--- config.mk ---
export PLATFORM = sky130hd
export DESIGN_NAME = led_pattern_ctrl
export DESIGN_NICKNAME = d
export VERILOG_FILES = /design/src/rtl/led_ctrl_pkg.sv /design/src/rtl/tick_gen.sv /design/src/rtl/led_pattern_ctrl.sv
export SDC_FILE = /design/constraint.sdc
export NUM_CORES = 1
export LEC_CHECK = 0
export ABC_CLOCK_PERIOD_IN_PS = 6800
export CAP_MARGIN = 20
export CORE_ASPECT_RATIO = 1.2
export CORE_MARGIN = 5
export CORE_UTILIZATION = 35
export DETAILED_ROUTE_END_ITERATION = 12
export HOLD_SLACK_MARGIN = 0.08
export PLACE_DENSITY = 0.63
export SLEW_MARGIN = 20
export SYNTH_ARGS = -nofsm -noshare
export SYNTH_HDL_FRONTEND = slang
export SYNTH_SLANG_ARGS = --single-unit
--- constraint.sdc ---
create_clock -name clk -period 6.8 [get_ports clk]
set_clock_uncertainty 0.1 [all_clocks]
set_input_delay 2.04 -clock clk [delete_from_list [all_inputs] [get_ports clk]]
set_output_delay 2.04 -clock clk [all_outputs]
set_load 0.01 [all_outputs]
--- src/rtl/led_ctrl_pkg.sv ---
// Shared types and widths for the LED pattern controller.
package led_ctrl_pkg;
  typedef enum logic [1:0] {OP_SET = 2'd0, OP_BLINK = 2'd1, OP_CHASE = 2'd2, OP_STOP = 2'd3} op_t;
  typedef enum logic [1:0] {ST_IDLE = 2'd0, ST_STATIC = 2'd1, ST_BLINK = 2'd2, ST_CHASE = 2'd3} state_t;
  localparam int CNT_W = 8;
endpackage

--- src/rtl/tick_gen.sv ---
// Pattern timebase: counts 0..TICK_DIV-1 and flags the wrap cycle.
module tick_gen #(
  parameter int TICK_DIV = 4
) (
  input  logic clk,
  input  logic rst,
  input  logic clr,
  output logic tick
);
  localparam logic [31:0] LAST = 32'(TICK_DIV - 1);

  logic [31:0] cnt_q, cnt_d;

  assign tick = (cnt_q == LAST);

  always_comb begin
    cnt_d = tick ? '0 : cnt_q + 32'd1;
    if (clr) cnt_d = '0;
  end

  always_ff @(posedge clk) begin
    if (rst) cnt_q <= '0;
    else     cnt_q <= cnt_d;
  end
endmodule

--- src/rtl/led_pattern_ctrl.sv ---
// Command-driven LED pattern scheduler: SET / BLINK / CHASE / STOP over valid/ready,
// with a divided-clock tick stepping the running pattern.
module led_pattern_ctrl
  import led_ctrl_pkg::*;
#(
  parameter int CLK_FREQ = 25_000_000,
  parameter int TICK_HZ  = 4
) (
  input  logic             clk,
  input  logic             rst,
  input  logic             cmd_valid,
  output logic             cmd_ready,
  input  logic [1:0]       cmd_op,
  input  logic [7:0]       cmd_mask,
  input  logic [CNT_W-1:0] cmd_count,
  output logic [7:0]       leds,
  output logic             busy,
  output logic             done
);
  localparam int TICK_DIV = CLK_FREQ / TICK_HZ;

  if (TICK_DIV < 2) begin : g_bad_div
    $error("led_pattern_ctrl: TICK_DIV must be at least 2");
  end

  state_t           state_q, state_d;
  logic [7:0]       leds_q, leds_d;
  logic [7:0]       mask_q, mask_d;
  logic [CNT_W-1:0] cnt_q, cnt_d;
  logic             ready_q, ready_d;
  logic             done_q, done_d;
  logic             accept, tick;
  op_t              op;

  assign op     = op_t'(cmd_op);
  assign accept = cmd_valid && ready_q;

  // An accept restarts the timebase so the first step lands TICK_DIV cycles later.
  tick_gen #(.TICK_DIV(TICK_DIV)) u_tick (
    .clk  (clk),
    .rst  (rst),
    .clr  (accept),
    .tick (tick)
  );

  always_ff @(posedge clk) begin
    if (rst) begin
      state_q <= ST_IDLE;
      leds_q  <= '0;
      mask_q  <= '0;
      cnt_q   <= '0;
      ready_q <= 1'b0;
      done_q  <= 1'b0;
    end else begin
      state_q <= state_d;
      leds_q  <= leds_d;
      mask_q  <= mask_d;
      cnt_q   <= cnt_d;
      ready_q <= ready_d;
      done_q  <= done_d;
    end
  end

  always_comb begin
    state_d = state_q;
    leds_d  = leds_q;
    mask_d  = mask_q;
    cnt_d   = cnt_q;
    ready_d = 1'b1;
    done_d  = 1'b0;
    if (accept) begin
      ready_d = 1'b0;
      case (op)
        OP_SET: begin
          leds_d  = cmd_mask;
          state_d = ST_STATIC;
          done_d  = 1'b1;
        end
        OP_BLINK: begin
          leds_d  = cmd_mask;
          mask_d  = cmd_mask;
          cnt_d   = cmd_count;
          state_d = ST_BLINK;
        end
        OP_CHASE: begin
          leds_d  = cmd_mask;
          cnt_d   = cmd_count;
          state_d = ST_CHASE;
        end
        OP_STOP: begin
          leds_d  = '0;
          cnt_d   = '0;
          state_d = ST_IDLE;
        end
        default: ;
      endcase
    end else if (tick && (state_q == ST_BLINK || state_q == ST_CHASE)) begin
      // A count of 0 means run until preempted, so only 1 terminates.
      if (cnt_q == CNT_W'(1)) begin
        leds_d  = '0;
        cnt_d   = '0;
        state_d = ST_IDLE;
        done_d  = 1'b1;
      end else begin
        if (cnt_q != '0) cnt_d = cnt_q - CNT_W'(1);
        leds_d = (state_q == ST_BLINK) ? (leds_q ^ mask_q) : {leds_q[6:0], leds_q[7]};
      end
    end
  end

  assign leds      = leds_q;
  assign cmd_ready = ready_q;
  assign done      = done_q;
  assign busy      = (state_q == ST_BLINK) || (state_q == ST_CHASE);
endmodule

==> out/results.ini <==
[finish]
layout-drive-gt1-share=0.05147
synthToLayoutAreaGrowth_pct=16.61
finalInstanceArea_um2=3699
final_core_util=0.4138
antenna_cells=0
num-fill-cells=929
final_net_count=432

[logic_synthesis]
synth_xor_area_frac=0.1077
total_of_flip_flops_plus_latches_after_synthesis=60
synth_area_per_cell_um2=8.175
synth_top_flop_cell=sky130_fd_sc_hd__dfxtp_1
syn-num-nets=417
synth_edf_count=0
async_reset_ff_frac=0
synth-adder-area-share=0.03156
post_synth_mux_area_share=0
ys.warnings.count=0
synthCells=388
largest_family_of_logic_cells_by_synthesized_area=simple AND/OR/NAND/NOR gates
yosys.cell_types.count=51
synth_sequential_area_ratio=0.3787
synth_simple_gate_area_share=0.2647
syn_area_um2=3172
synth_compound_area_frac=0.1641

[clocking]
post_cts_resize_count=0
postCtsHoldBufs=0
cts_made_buffers=9
cts.clk_slew.worst_paths_ps=70
htree_levels=3
clock_tree_from_tritoncts=built
cts_sinks=60
post_cts.repair.setup_buffers=0
clk_root_buffer_cell=sky130_fd_sc_hd__clkbuf_8
ctsLongestPathBuffers=2
worst_skew_pair.late_latency_ps=340

[routing]
ant_nets=0
route.vias.total=2908
postRouteWirelength_um=7788
drt_drc_violations_left=0
drt_iter0_drc=110
drt-vias-per-instance=5.508
drt_first_pass_iters=4
detail_route.wl_per_cell_um=14.75

[grt]
grt_util_all_layers=0.1443
global_route_overflow=0
number_of_global_route_vias_before_repair=2741
maximum_number_of_pins_on_one_net_before_global_route_repair=32
global_route_wire_length_before_repair_um=13320
antenna_found_initial=0

[timing]
setup_viol=0
clock.fmax_ghz=0.2284
fin_tns_setup_ps=0
drv_slew=0
final_hold_viol_count=0
rsz0062_at_grt=no
worstMarginPinSlew_ps=1122
slew_headroom=0.2502
min_period_ps=4377
fin_crit_sh=0.6437

[die]
core_area_um2=8939
initial_core_util=0.3548
die_area_um2=11070
row_count=38
die_height_um=114.3
die_w_um=96.90
ios=32

[critical_path]
timing.reg2reg.worst_path_depth=7
timing.reg2reg.setup_slack_ps=4190
r2r-start=cnt_q[0]
critical_path.max_fanout=25
cp_data_required_time_ps=6930
crit_type=in2reg
timing.critical_path.cells=clkdlybuf4s50_1 -> clkinv_1 -> nand2_1 -> nor3_1 -> or3_1
slowest_stage=sky130_fd_sc_hd__clkdlybuf4s50_1
worstSetupEndpointType=register
timing.critical_path.arrival_ps=4510
critPathTopFamily=buffers and inverters
slowest_delay_ps=1060
critical_r2r_capture=cnt_q[2]
critical_path.n_buffers_inverters=2
timing.critical_path.from_type=input pin

[run_status]
outcome=finished, final reports clean

[pwr]
power-per-cell-area_nw_per_um2=207.6
max-vdd-ir-drop_uv=101.7
power_leakage_nw=1.129
total_power_uw=768.0

[min_path]
timing.hold.worst.start=u_tick.cnt_q[0]
holdPathEnd=u_tick.cnt_q[0]
min_path_type=reg2reg
whs_path_depth=1

[placed_design]
io_buffers=31
gp_routability_congestion=0.8837
dpl.hpwl_um=5363
detailed_place.area_um2=3508

[flow_run]
max_cap_viol_count=0

-- state kept, by name, indices dropped and copies added (netlist names) --
name and flops:
leds 8, u_tick.cnt_q 32, cmd_ready 1, cnt_q 8, done 1, mask_q 8, state_q 2
-- kinds of logic after synthesis --
family,after synthesis
flip-flops,60
buffers and inverters,39
AND/OR/NAND/NOR,169
XOR/XNOR,39
adder cells (fa/ha/maj),8
AO/OA/AOI/OAI,73
-- Yosys cell counts (3+ instances only) --
master / count / area share
sky130_fd_sc_hd__o311ai_0: 3 / 0.0083
sky130_fd_sc_hd__inv_1: 11 / 0.013
sky130_fd_sc_hd__or4_1: 3 / 0.0071
sky130_fd_sc_hd__clkbuf_1: 19 / 0.022
sky130_fd_sc_hd__nand4_1: 7 / 0.014
sky130_fd_sc_hd__nor4_1: 13 / 0.026
sky130_fd_sc_hd__nand3_1: 22 / 0.035
sky130_fd_sc_hd__o21ai_0: 5 / 0.0079
sky130_fd_sc_hd__nor3_1: 18 / 0.028
sky130_fd_sc_hd__ha_1: 8 / 0.032
sky130_fd_sc_hd__xnor2_1: 37 / 0.10
sky130_fd_sc_hd__o31ai_1: 8 / 0.019
sky130_fd_sc_hd__or3_1: 3 / 0.0059
sky130_fd_sc_hd__o221ai_1: 3 / 0.0083
sky130_fd_sc_hd__buf_2: 6 / 0.0095
sky130_fd_sc_hd__dfxtp_1: 60 / 0.38
sky130_fd_sc_hd__o2111ai_1: 8 / 0.022
sky130_fd_sc_hd__a21oi_1: 19 / 0.030
sky130_fd_sc_hd__nor2_1: 52 / 0.062
sky130_fd_sc_hd__a211oi_1: 9 / 0.021
sky130_fd_sc_hd__nand2_1: 31 / 0.037
sky130_fd_sc_hd__and3_1: 7 / 0.014
-- metrics by stage --
| step | worst slack, ps | hold slack (ps) | instances |
|---|---|---|---|
| 5_1_grt | 2215 | 394.7 | 528 |
| 2_1_floorplan | 2906 | 329.5 | 388 |
| 3_5_place_dp | 2071 | 356.9 | 512 |
| 6_report | 2423 | 371.1 | 528 |
| 3_3_place_gp | 2079 | 351.5 | 512 |
| 4_1_cts | 2451 | 372.1 | 528 |
-- power by group --
group	switching, mW	internal (mW)
clock	0.141	0.168
sequential	0.00953	0.360
combinational	0.0522	0.0381
total	0.203	0.565
-- cell type report --
cell class | count | area (um2) | area share
Clock buffer | 11 | 131.4 | 0.03552
Inverter | 12 | 45.04 | 0.01218
Timing Repair Buffer | 31 | 310.3 | 0.08390
Sequential cell | 60 | 1201 | 0.3248
Tap cell | 120 | 150.1 | 0.04060
Clock inverter | 5 | 52.55 | 0.01421
Multi-Input combinational cell | 289 | 1808 | 0.4888
-- routing by layer --
layer,vias up,GRT usage,wire (um)
li1,1430,-,-
met1,1407,0.1826,3520
met2,59,0.2399,3794
met3,12,0.02986,342
met4,0,0.05993,131
met5,-,0,0
-- worst max path at each step --
| stage | from | to | slack (ps) | depth (start not counted) |
|---|---|---|---|---|
| floorplan | cmd_valid | cnt_q[0] | 2910 | 7 |
| detailed placement | rst | cnt_q[2] | 2070 | 5 |
| global route | rst | cnt_q[2] | 2220 | 5 |
| finish | rst | cnt_q[2] | 2420 | 5 |
| CTS | rst | cnt_q[2] | 2450 | 5 |
| global placement | rst | cnt_q[2] | 2080 | 5 |
-- cell usage in the layout, fill, tap and decap left out, types with 5 or more instances in the layout --
cell                               n
sky130_fd_sc_hd__nand2_1          30
sky130_fd_sc_hd__clkdlybuf4s50_1  31
sky130_fd_sc_hd__clkbuf_8          9
sky130_fd_sc_hd__nor3_1           18
sky130_fd_sc_hd__ha_1              8
sky130_fd_sc_hd__inv_1            11
sky130_fd_sc_hd__xnor2_1          37
sky130_fd_sc_hd__nand4_1           7
sky130_fd_sc_hd__a211oi_1          9
sky130_fd_sc_hd__o21ai_0           5
sky130_fd_sc_hd__dfxtp_1          60
sky130_fd_sc_hd__nor4_1           13
sky130_fd_sc_hd__and3_1            7
sky130_fd_sc_hd__nand3_1          22
sky130_fd_sc_hd__nor2_1           52
sky130_fd_sc_hd__o31ai_1           8
sky130_fd_sc_hd__a21oi_1          19
sky130_fd_sc_hd__o2111ai_1         8
Note: power is estimated with default switching activity, not from simulation.
